$ cat src/rtl/pc_fetch_sequencer.sv
// Instruction-fetch PC sequencer: issues one req/ack fetch at the current PC, then
// loads PCNext (redirect, pending redirect or PC+INC) and pulses PCWrite for one cycle.
module pc_fetch_sequencer #(
  parameter int unsigned ADDR_W = 32,
  parameter int unsigned INC = 4,
  parameter logic [ADDR_W-1:0] RESET_VEC = '0,
  parameter int unsigned MAX_WAIT = 15
) (
  input  logic              Clk,
  input  logic              Reset,
  input  logic              start,
  input  logic              stall,
  input  logic              halt,
  input  logic              redirect_valid,
  input  logic [ADDR_W-1:0] redirect_addr,
  input  logic [ADDR_W-1:0] pc_current,
  output logic [ADDR_W-1:0] PCNext,
  output logic              PCWrite,
  output logic              imem_req,
  output logic [ADDR_W-1:0] imem_addr,
  input  logic              imem_ack,
  output logic              instr_valid,
  output logic              busy,
  output logic              timeout_err,
  output logic [2:0]        dbg_state
);

  localparam int unsigned WCNT_W = $clog2(MAX_WAIT + 1);

  localparam logic [2:0] S_IDLE   = 3'd0;
  localparam logic [2:0] S_REQ    = 3'd1;
  localparam logic [2:0] S_WAIT   = 3'd2;
  localparam logic [2:0] S_UPD    = 3'd3;
  localparam logic [2:0] S_STALL  = 3'd4;
  localparam logic [2:0] S_HALTED = 3'd5;
  localparam logic [2:0] S_ERR    = 3'd6;

  logic [2:0]        state;
  logic [2:0]        state_nx;
  logic              ack_xfer;
  logic              redirect_live;
  logic [ADDR_W-1:0] pc_seq;
  logic [WCNT_W-1:0] wait_cnt;
  logic              pend_valid;
  logic [ADDR_W-1:0] pend_addr;
  logic              halt_flag;

  assign dbg_state = state;
  assign pc_seq = pc_current + ADDR_W'(INC);
  assign redirect_live = redirect_valid &&
                         (state == S_REQ || state == S_WAIT || state == S_UPD || state == S_STALL);

  // Handshake: imem_req rises with a registered imem_addr and both hold unchanged
  // until imem_ack is seen high on a rising edge; that edge completes the fetch.
  always_comb begin
    state_nx = state;
    ack_xfer = 1'b0;
    case (state)
      S_IDLE:   if (start) state_nx = S_REQ;
      S_REQ: begin
        if (imem_ack) begin
          state_nx = S_UPD;
          ack_xfer = 1'b1;
        end else begin
          state_nx = S_WAIT;
        end
      end
      S_WAIT: begin
        if (imem_ack) begin
          state_nx = S_UPD;
          ack_xfer = 1'b1;
        end else if (wait_cnt == WCNT_W'(MAX_WAIT - 1)) begin
          state_nx = S_ERR;
        end
      end
      S_UPD: begin
        if (halt_flag)  state_nx = S_HALTED;
        else if (stall) state_nx = S_STALL;
        else            state_nx = S_REQ;
      end
      S_STALL:  if (!stall) state_nx = S_REQ;
      S_HALTED: if (start) state_nx = S_REQ;
      S_ERR:    state_nx = S_ERR;
      default:  state_nx = S_IDLE;
    endcase
  end

  always_ff @(posedge Clk) begin
    if (Reset) begin
      state       <= S_IDLE;
      PCNext      <= RESET_VEC;
      PCWrite     <= 1'b0;
      imem_req    <= 1'b0;
      imem_addr   <= '0;
      instr_valid <= 1'b0;
      busy        <= 1'b0;
      timeout_err <= 1'b0;
      wait_cnt    <= '0;
      pend_valid  <= 1'b0;
      pend_addr   <= '0;
      halt_flag   <= 1'b0;
    end else begin
      state       <= state_nx;
      PCWrite     <= (state_nx == S_UPD);
      instr_valid <= (state_nx == S_UPD);
      imem_req    <= (state_nx == S_REQ) || (state_nx == S_WAIT);
      busy        <= (state_nx == S_REQ) || (state_nx == S_WAIT) ||
                     (state_nx == S_UPD) || (state_nx == S_STALL);
      timeout_err <= (state_nx == S_ERR);

      // Leaving UPD, the PC register is loading PCNext on this same edge, so that
      // value is the address the next fetch must use.
      if (state_nx == S_REQ && state != S_REQ) begin
        imem_addr <= (state == S_UPD) ? PCNext : pc_current;
      end

      if (state_nx == S_REQ) begin
        wait_cnt <= '0;
      end else if (state == S_WAIT) begin
        wait_cnt <= wait_cnt + WCNT_W'(1);
      end

      if (ack_xfer) begin
        if (redirect_valid)  PCNext <= redirect_addr;
        else if (pend_valid) PCNext <= pend_addr;
        else                 PCNext <= pc_seq;
        halt_flag  <= halt;
        pend_valid <= 1'b0;
      end else if (redirect_live) begin
        pend_valid <= 1'b1;
        pend_addr  <= redirect_addr;
      end
    end
  end

endmodule

$ cat config.mk
export PLATFORM = sky130hd
export DESIGN_NAME = pc_fetch_sequencer
export DESIGN_NICKNAME = d
export VERILOG_FILES = /design/src/rtl/pc_fetch_sequencer.sv
export SDC_FILE = /design/constraint.sdc
export NUM_CORES = 1
export LEC_CHECK = 0
export CAP_MARGIN = 5
export CORE_MARGIN = 2
export CORE_UTILIZATION = 45
export CTS_BUF_LIST = sky130_fd_sc_hd__clkbuf_16
export CTS_CLUSTER_DIAMETER = 150
export DETAILED_ROUTE_END_ITERATION = 12
export PLACE_DENSITY = 0.75
export SLEW_MARGIN = 5
export SYNTH_ARGS = -nofsm -noshare
export SYNTH_HDL_FRONTEND = slang
export SYNTH_SLANG_ARGS = --single-unit
$ cat constraint.sdc
create_clock -name Clk -period 1.82 [get_ports Clk]
set_input_delay 0.364 -clock Clk [delete_from_list [all_inputs] [get_ports Clk]]
set_output_delay 0.364 -clock Clk [all_outputs]
set_load 0.05 [all_outputs]
==> run_results.csv <==
group,metric,value,unit
cts,cts_tree,"built",
routing,wl,17700,um
floorplanning,die_h,116,um
worst_setup_path,crit_arrival,2.13,ns
floorplanning,rows,40,
sta,worst_slack,-0.0415,ns
routing,ant_nets,0,
floorplanning,die_w,116,um
layout,fin_nets,917,
worst_setup_path,crit_path_top_delay_cell,"or4bb_4",
placed_design,place.gp.congestion,0.898,
routing,drtIter0Drc,412,
layout,drive_gt1_share,26.0,%
routing,wl_per_cell,17.4,um
cts,cts_max_level,3,
layout,area_growth,41.9,%
sta,slew_viol_final,0,
global_route,grt_max_degree,51,
floorplanning,floorplan.initialDensity,46.6,%
worst_hold_path,min_to,"pend_addr[28]$_SDFFE_PP0P_",
global_route,grt_overflow,0,
worst_setup_path,slowest_delay,0.55,ns
routing,via_count,5585,
sta,rsz0062_at_grt,"true",
yosys,synth_area_per_cell,8.70,um2
sta,worst_pin_slew,0.589,ns
worst_setup_path,cp_num_buf_inv,3,
routing,drt_pass1_iterations,4,
sta,clock.fmax,537,MHz
yosys,synth_cells,651,
worst_setup_path,critical_path.cell_chain,"or4bb_4, o221ai_4, a211oi_4, buf_4, buf_12, buf_6, a211oi_2",
floorplanning,design.core.area,12200,um2
sta,final-setup-viol-count,2,
floorplanning,pin_count,143,
pwr,p_leak,3.41,nW
worst_setup_path,required,2.09,ns
layout,n_fill_cell,997,
sta,finClkSkew,0.00829,ns
sta,fin_crit_sh,102,%
layout,seqCellArea,2190,um2
yosys,ys.flop_type,"dfxtp_1",
sta,slew_headroom,60.1,%
routing,vias_per_cell,5.50,
layout,fin_cells,1015,
yosys,synth_warnings,0,
outcome,status,"finished with violations",
worst_setup_path,cp_top_family,"simple AND/OR/NAND/NOR gates",
cts,clkSinkCount,109,
sta,tns,-0.0458,ns
cts,clock_path_buffers,2,
placed_design,numPlacedInstances,993,
floorplanning,die_area,13500,um2
yosys,synth-edff-count,0,
yosys,ys_seq_elements,109,
global_route,grt_pass1_vias,5211,
worst_setup_path,ff2ff_setup_slack,-0.04,ns
routing,drcViolationCount,0,
worst_setup_path,cp_max_fo,16,
global_route,groute.usage.overall,25.8,%
pwr,power_density,1040,nW/um2
global_route,grt_pass1_wl,26900,um
yosys,synth-async-reset-ratio,0,%
flow_run,cap_violations,0,
worst_setup_path,criticalPathCategory,"flip-flop to flip-flop",
worst_hold_path,hold_class,"input pin to flip-flop",
yosys,syn-num-nets,725,
placed_design,dp_hpwl,13200,um
sta,min_period,1.86,ns
worst_hold_path,hold_start,"Reset",
cts,clkLatencyLatePin,0.35,ns
worst_setup_path,rr_worst_depth,7,
worst_setup_path,rr_startpoint,"dbg_state[0]$_SDFF_PP0_",
worst_hold_path,hold_depth,2,
cts,cts_hold_buf,0,
placed_design,place.port_buffers,142,
cts,clockRootBuffer,"clkbuf_16",
yosys,synth_area,5670,um2
sta,hold_viol,0,
worst_setup_path,worstSetupEndpointType,"flip-flop",
layout,multi_input_area,3270,um2
cts,cts_buffers,9,
worst_setup_path,worst_setup_path_start_kind,"flip-flop",
pwr,vdd_ir_drop_max,0.000460,V
layout,n_antenna_cell,0,
cts,cts.reportedPaths.clkPinSlew,0.07,ns
yosys,yosysUniqueCellTypes,59,
outcome,violations,"negative setup slack",
worst_setup_path,worst_r2r_endpoint,"imem_addr[4]$_SDFFE_PP0P_",
yosys,synth_seq_area_share,38.5,%
global_route,antenna_found_initial,0,
[cell families (layout without fill, tap and decap cells)]
group | Yosys count | in the layout | share of synthesized area (%)
AND/OR/NAND/NOR | 233 | 233 | 20.0
AO/OA/AOI/OAI | 149 | 149 | 18.6
flip-flops | 109 | 109 | 38.5
multiplexers | 68 | 68 | 12.0
buffers and inverters | 64 | 260 | 6.32
XOR/XNOR | 25 | 25 | 3.86
adder cells (fa/ha/maj) | 3 | 3 | 0.663
[layout make-up]
cell class | instances | area share [%]
clock inverters | 6 | 0.638
clock buffers | 9 | 2.80
inverters | 12 | 0.560
repair buffers | 233 | 25.4
flip-flops and latches | 109 | 27.3
well taps | 168 | 2.62
multi-input cells | 478 | 40.7
[worst max path at each step]
stage                             from                          to  cells past startpoint
4_1_cts                  pc_current[9]     PCNext[30]$_SDFFE_PP0P_                      6
6_report       dbg_state[0]$_SDFF_PP0_   imem_addr[4]$_SDFFE_PP0P_                      7
2_1_floorplan  dbg_state[1]$_SDFF_PP0_   imem_addr[3]$_SDFFE_PP0P_                      7
5_1_grt                          stall  imem_addr[29]$_SDFFE_PP0P_                      7
3_5_place_dp             pc_current[3]     PCNext[18]$_SDFFE_PP0P_                      7
3_3_place_gp             pc_current[2]     PCNext[18]$_SDFFE_PP0P_                      7
[state kept, by name, indices dropped and copies added, names as in the netlist]
signal       count
PCNext          32
imem_addr       32
pend_addr       32
wait_cnt         4
dbg_state        3
busy             1
halt_flag        1
imem_req         1
instr_valid      1
pend_valid       1
timeout_err      1
[layer usage]
metal | track usage, % | part of all wire [%] | routed length, um | vias up
met5 | 0 | 0 | 0 | -
met4 | 9.44 | 1.7 | 304 | 0
met3 | 3.37 | 5.8 | 1030 | 19
met2 | 40.0 | 46 | 8100 | 186
met1 | 36.9 | 47 | 8240 | 2650
li1 | - | - | - | 2730
[cells in the mapped netlist (4+ instances only)]
cell      number  area share (%)
dfxtp_1      109              39
nor2_1        94             6.2
mux2i_1       68              12
nand2_1       49             3.2
a211oi_1      37             4.9
a21oi_1       34             3.0
clkbuf_1      27             1.8
o21ai_0       21             1.9
nor3_1        20             1.8
xnor2_1       14             2.2
inv_1         12            0.79
nand2b_1      12             1.3
xor2_1        11             1.7
nand3_1       10            0.88
nand4_1        9            0.99
nor4_1         8            0.88
a211oi_2       7             1.5
and3_1         7            0.77
buf_4          7            0.93
o311ai_0       7             1.1
a221oi_1       6            0.93
buf_2          6            0.53
clkbuf_8       6             1.5
o211ai_1       6            0.79
a31oi_1        5            0.55
o22ai_1        4            0.44
[cells in the final DEF, fill, tap and decap left out, drive strengths merged, types with 4 or more instances in the layout]
| master | count |
|---|---|
| nand2 | 49 |
| xnor2 | 14 |
| inv | 15 |
| dlymetal6s2s | 10 |
| o311ai | 8 |
| clkdlybuf4s50 | 50 |
| and4 | 4 |
| nor2 | 95 |
| and3 | 8 |
| buf | 165 |
| dfxtp | 109 |
| a211oi | 44 |
| a21oi | 34 |
| nand4 | 10 |
| o211ai | 6 |
| nand2b | 12 |
| mux2i | 68 |
| o21ai | 22 |
| a31oi | 5 |
| xor2 | 11 |
| o22ai | 4 |
| nand3 | 10 |
| clkbuf | 9 |
| dlygate4sd2 | 8 |
| nor4 | 9 |
| nor3 | 20 |
| a221oi | 6 |
[power breakdown]
group	leakage, nW	switching (W)	internal (W)
logic	2.37	0.00216	0.00129
clock network	0.149	0.000869	0.00104
registers	0.895	0.000261	0.00274
[per-stage QoR]
step / utilization, % / power [W] / instance area, um2 / worst slack [ns] / hold WS (ns)
floorplan: - / 0.00518 / 5710 / 0.0140 / 0.433
global placement: 62.2 / 0.00632 / 7560 / -0.520 / 0.457
detailed placement: 62.2 / 0.00638 / 7560 / -0.521 / 0.459
CTS: 64.6 / 0.00828 / 7860 / 0.00396 / 0.374
global route: 66.1 / 0.00871 / 8040 / -0.120 / 0.383
finish: 66.1 / 0.00836 / 8040 / -0.0415 / 0.384
[what timing repair did]
action,4_1_cts,5_1_grt
pin swaps,8,12
gates resized for setup,14,36
endpoints found under the hold margin,0,0
setup buffers,1,6
setup endpoints to repair,14,51
No activity file was read; power rests on OpenSTA's default activity.
==> RTL change 1, RTL diff (same settings) <==
The parameter `MAX_WAIT` goes from 15 to 17.
--- a/src/rtl/pc_fetch_sequencer.sv
+++ b/src/rtl/pc_fetch_sequencer.sv
@@ -4,7 +4,7 @@
   parameter int unsigned ADDR_W = 32,
   parameter int unsigned INC = 4,
   parameter logic [ADDR_W-1:0] RESET_VEC = '0,
-  parameter int unsigned MAX_WAIT = 15
+  parameter int unsigned MAX_WAIT = 17
 ) (
   input  logic              Clk,
   input  logic              Reset,
Function: same outputs for any inputs over 4 cycles, from zero or initial values and one cycle with Reset high; that may be too few to reach the edited logic, so the function may still have changed.
==> RTL change 1 against the unedited design <==
- the flow still finishes with violations (setup timing)
- sequential cell count up 1
- wire length up 17%
- design area up 7.6%
- worst setup slack worse by 0.018 ns
- area after synthesis up 4.1%
- register-to-register slack better by 0.03 ns
- non-clock buffer count up 9
- critical path depth up 1
- sequential share of layout area down 1.7 points
- final cell count up 3.8%
- power up 2.8%
- global-route usage up 1.7 points
- first-iteration DRC count up 27%
- clock skew down 0.0018 ns
- critical path type is now in2reg
- critical endpoint is now imem_addr[27]
==> RTL change 1: results <==
group,metric,value,unit
detailed_routing,drtIter0Drc,524,
worst_hold_path,hp-start,"Reset",
logic_synthesis,syn_nets,755,
detailed_routing,viasPerCell,5.74,
sta,tightest_slew,0.524,ns
sta,finalHoldWorstSlack,0.448,ns
worst_setup_path,r2r-end,"imem_addr[27]",
logic_synthesis,ys_types,49,
pwr,ir_drop,510,uV
worst_setup_path,max_stage_delay,0.44,ns
worst_setup_path,rr_worst_depth,7,
grt,grt_max_degree,56,
logic_synthesis,synthTopCellsByArea,"dfxtp_1, mux2i_1, nand2b_1, a211oi_1, a21oi_1",
run_status,status,"finished with violations",
final_layout,fillers,1033,
sta,worst_clock_skew,0.00653,ns
detailed_routing,via_count,6045,
grt,grt_usage,27.6,%
placement,dpl.hpwl,14700,um
worst_setup_path,arrival,2.12,ns
final_layout,layout-drive-gt1-share,26.9,%
logic_synthesis,synth_commonest_cells,"dfxtp_1, mux2i_1, nand2b_1",
worst_hold_path,hold_path_depth,2,
pwr,switching_share,38.4,%
placement,gp_congestion,0.950,
final_layout,layout.nets,951,
worst_setup_path,r2r_start,"dbg_state[0]",
worst_setup_path,slowest_stage,"clkdlybuf4s50_1",
sta,final-setup-viol-count,33,
placement,place_inst,1024,
grt,grt_pass1_vias,5477,
clocking,clock_latency,0.36,ns
run_status,failed_checks,"setup timing",
logic_synthesis,syn_avg_cell_area,8.66,um^2
placement,port_buffers,142,
final_layout,n_antenna_cell,0,
sta,fin_ws,-0.0592,ns
worst_setup_path,worst-r2r-setup-slack,-0.01,ns
worst_setup_path,crit_start,"stall",
logic_synthesis,ys_seq_area_share,37.3,%
clocking,cts.clk_slew.worst_paths,0.07,ns
detailed_routing,dr.pass1.iters,7,
pwr,p_leak,3.66,nW
worst_setup_path,crit_path_max_fanout,9,
logic_synthesis,synthArstFlopShare,0,%
worst_hold_path,min_to,"PCNext[11]",
detailed_routing,routed_wl,20700,um
grt,grt_pass1_wl,30700,um
clocking,h-tree-depth,3,
## RTL change 1: cell count changes in the layout (fill, tap and decap cells not counted), moves of 6 or more
cell           unedited run  this run
nand2_1                  47        41
a21oi_1                  33        56
nor2_1                   94        39
nand2b_1                 12        75
mux2i_1                  68        77
a211oi_1                 35        44
xnor2_1                  14        22
dlygate4sd2_1             8         1
## RTL change 1: metrics by stage
step / setup slack [ns] / util [%] / TNS (ns) / cell area, um^2 / total power, mW
after floorplan: -0.0755 / - / -2.18 / 5930 / 5.00
after global placement: -0.547 / 62.0 / -26.81 / 7890 / 6.15
after detailed placement: -0.636 / 62.0 / -30.22 / 7890 / 6.21
after CTS: -0.0994 / 64.9 / -0.365 / 8250 / 8.32
after global routing: -0.111 / 68.0 / -2.52 / 8650 / 8.90
final: -0.0592 / 68.0 / -1.09 / 8650 / 8.60
## RTL change 1: worst max-delay path by stage
stage | end | depth (start not counted)
after floorplan | imem_addr[4] | 7
after global placement | PCNext[31] | 6
after detailed placement | PCNext[31] | 6
after CTS | PCNext[28] | 7
after global routing | imem_addr[9] | 8
final | imem_addr[27] | 8
## RTL change 1: final cells by class
| class | count | area share (%) |
|---|---|---|
| sequential | 110 | 25.6 |
| timing repair buffer | 242 | 25.4 |
| tap | 172 | 2.49 |
| clock buffer | 9 | 2.60 |
| inverter | 9 | 0.391 |
| clock inverter | 7 | 1.03 |
| multi-input combinational | 505 | 42.5 |
## RTL change 1: power groups by stage
| stage | clock network, mW | registers [mW] | logic, mW |
|---|---|---|---|
| after floorplan | 0 | 3.84 | 1.16 |
| after global routing | 2.25 | 2.99 | 3.66 |
| after global placement | 0 | 3.00 | 3.15 |
| after detailed placement | 0 | 3.01 | 3.20 |
| after CTS | 2.15 | 2.96 | 3.21 |
| final | 2.13 | 2.97 | 3.50 |
## RTL change 1: worst max-delay path: cells and delay by family
family                 cells  cell delay, ns
buffers and inverters      3            0.78
AO/OA/AOI/OAI              2            0.45
AND/OR/NAND/NOR            3            0.53
## RTL change 1: per-layer routing
metal,GRT usage (%),vias up,wire (um)
met5,0,-,0
met4,6.85,0,277
met3,5.02,18,1470
met2,41.0,240,9390
met1,40.9,2943,9600
li1,-,2844,-
## RTL change 1: cells by family (layout without fill, tap and decap cells)
logic type | count (synthesis) | after routing | synth area share [%]
adder cells (fa/ha/maj) | 4 | 4 | 0.806
AO/OA/AOI/OAI | 166 | 166 | 18.6
AND/OR/NAND/NOR | 228 | 228 | 20.8
XOR/XNOR | 30 | 30 | 4.45
buffers and inverters | 66 | 267 | 4.92
flip-flops | 110 | 110 | 37.3
multiplexers | 77 | 77 | 13.1
## RTL change 1: what timing repair did
item	4_1_cts	5_1_grt
setup buffers	1	9
cloned	0	4
hold buffers	0	0
resized for setup	13	61
pin swaps	1	11
setup endpoints to repair	18	65
==> RTL change 2, RTL diff (same settings) <==
Without the edit above. Reset style: asynchronous (`Reset`), changed in one clocked block.
--- a/src/rtl/pc_fetch_sequencer.sv
+++ b/src/rtl/pc_fetch_sequencer.sv
@@ -85,7 +85,7 @@
     endcase
   end
 
-  always_ff @(posedge Clk) begin
+  always_ff @(posedge Clk or posedge Reset) begin
     if (Reset) begin
       state       <= S_IDLE;
       PCNext      <= RESET_VEC;
Function: differs if Reset is asserted again (counterexample within 4 cycles, from zero or initial values and one cycle with Reset high); with Reset held inactive, the same outputs for 10 cycles.
==> RTL change 2 against the unedited design <==
- the run still ends with setup timing left
- area after synthesis up 1.6%
- critical endpoint is now pend_addr[7]
- worst setup slack better by 0.034 ns
- via count down 4.5%
- design area up 5.9%
- maximum frequency up 1.9%
- sequential cell count unchanged
- worst hold slack better by 0.066 ns
- wire length up 2.8%
Power is not compared: it rests on default switching activity, and its combinational part moved more than twofold at a synthesized area within 25%.
==> RTL change 2: results <==
group,metric,value,unit
detailed_routing,wl_per_cell,18.7,um
sta,fin_ws,-0.00714,ns
placement,place_inst,929,
sta,slew_headroom,65.9,%
logic_synthesis,synth-compound-area-share,15.2,%
final_layout,layout.cells.non_filler,973,
logic_synthesis,synth_flop_cell,"dfrtp_1",
logic_synthesis,synthArstFlopShare,100,%
logic_synthesis,synth_commonest_cells,"dfrtp_1, nand2_1, o21ai_0",
worst_setup_path,arrival,2.06,ns
worst_setup_path,crit_family,"flip-flops",
detailed_routing,wl_met2,8800,um
sta,final-setup-viol-count,6,
logic_synthesis,synthAdderAreaFrac,0.652,%
logic_synthesis,ys_seq_area_share,47.4,%
grt,use_met1,35.6,%
logic_synthesis,syn_nets,664,
grt,met2_usage,41.3,%
logic_synthesis,ys_types,57,
clocking,postCtsResizedCells,47,
grt,grt_pass1_vias,5078,
placement,dpl-instance-area,7770,um^2
detailed_routing,met3WireLength,918,um
worst_setup_path,crit_path_max_fanout,8,
final_layout,layout-drive-gt1-share,31.8,%
grt,grt_max_degree,63,
detailed_routing,met1_length,7990,um
grt,use_met3,3.60,%
detailed_routing,dr.pass1.iters,5,
sta,fin_setup_tns,-0.0219,ns
sta,worst_clock_skew,0.00648,ns
grt,grt_usage,25.8,%
logic_synthesis,synth_mux_area_share,12.9,%
final_layout,n_antenna_cell,0,
pwr,sequentialPower,4.53,mW
detailed_routing,drtIter0Drc,457,
logic_synthesis,synthTopCellsByArea,"dfrtp_1, mux2i_1, mux2_2, o21ai_0, nand2_1",
worst_hold_path,hold_class,"in2async",
worst_setup_path,slowest_stage,"dfrtp_2",
final_layout,layout.nets,870,
logic_synthesis,synth-xor-area-share,5.02,%
grt,grt_pass1_wl,26900,um
worst_setup_path,max_stage_delay,0.46,ns
run_status,status,"finished with violations",
detailed_routing,via_count,5336,
logic_synthesis,syn_avg_cell_area,9.75,um^2
clocking,cts_setup_buffers,10,
run_status,failed_checks,"setup timing",
placement,dpl.hpwl,12300,um
placement,gp_congestion,0.927,
placement,place_ws,-0.653,ns
[RTL change 2: cell count changes after synthesis, moves of 15 or more]
cell and delta:
nand2_1 +41, mux2_2 +32, a211oi_1 -34, dfxtp_1 -109, dfrtp_1 +109, nor2_1 -65
xnor2_1 +15, mux2i_1 -30, o21ai_0 +50
[RTL change 2: path summary, 6_finish.rpt]
path | from | end | slack, ns | cells after the start
setup reg to reg | dbg_state[0] | pend_addr[7] | -0.007 | 5
hold / removal | Reset | imem_addr[22] | 0.45 | 3
max in group asynchronous | Reset | PCNext[15] | 1.04 | 3
setup / recovery | dbg_state[0] | pend_addr[7] | -0.007 | 5
min in group Clk | pc_current[17] | PCNext[17] | 0.47 | 4
hold reg to reg | imem_addr[20] | imem_addr[20] | 0.48 | 2
[RTL change 2: final cells by class]
type                    count  area [um^2]
clock buffers               9          225
flip-flops and latches    109         2730
clock inverters             7         50.0
well taps                 172          215
fillers                   981         4050
multi-input cells         428         3060
inverters                  13         52.6
repair buffers            235         2180
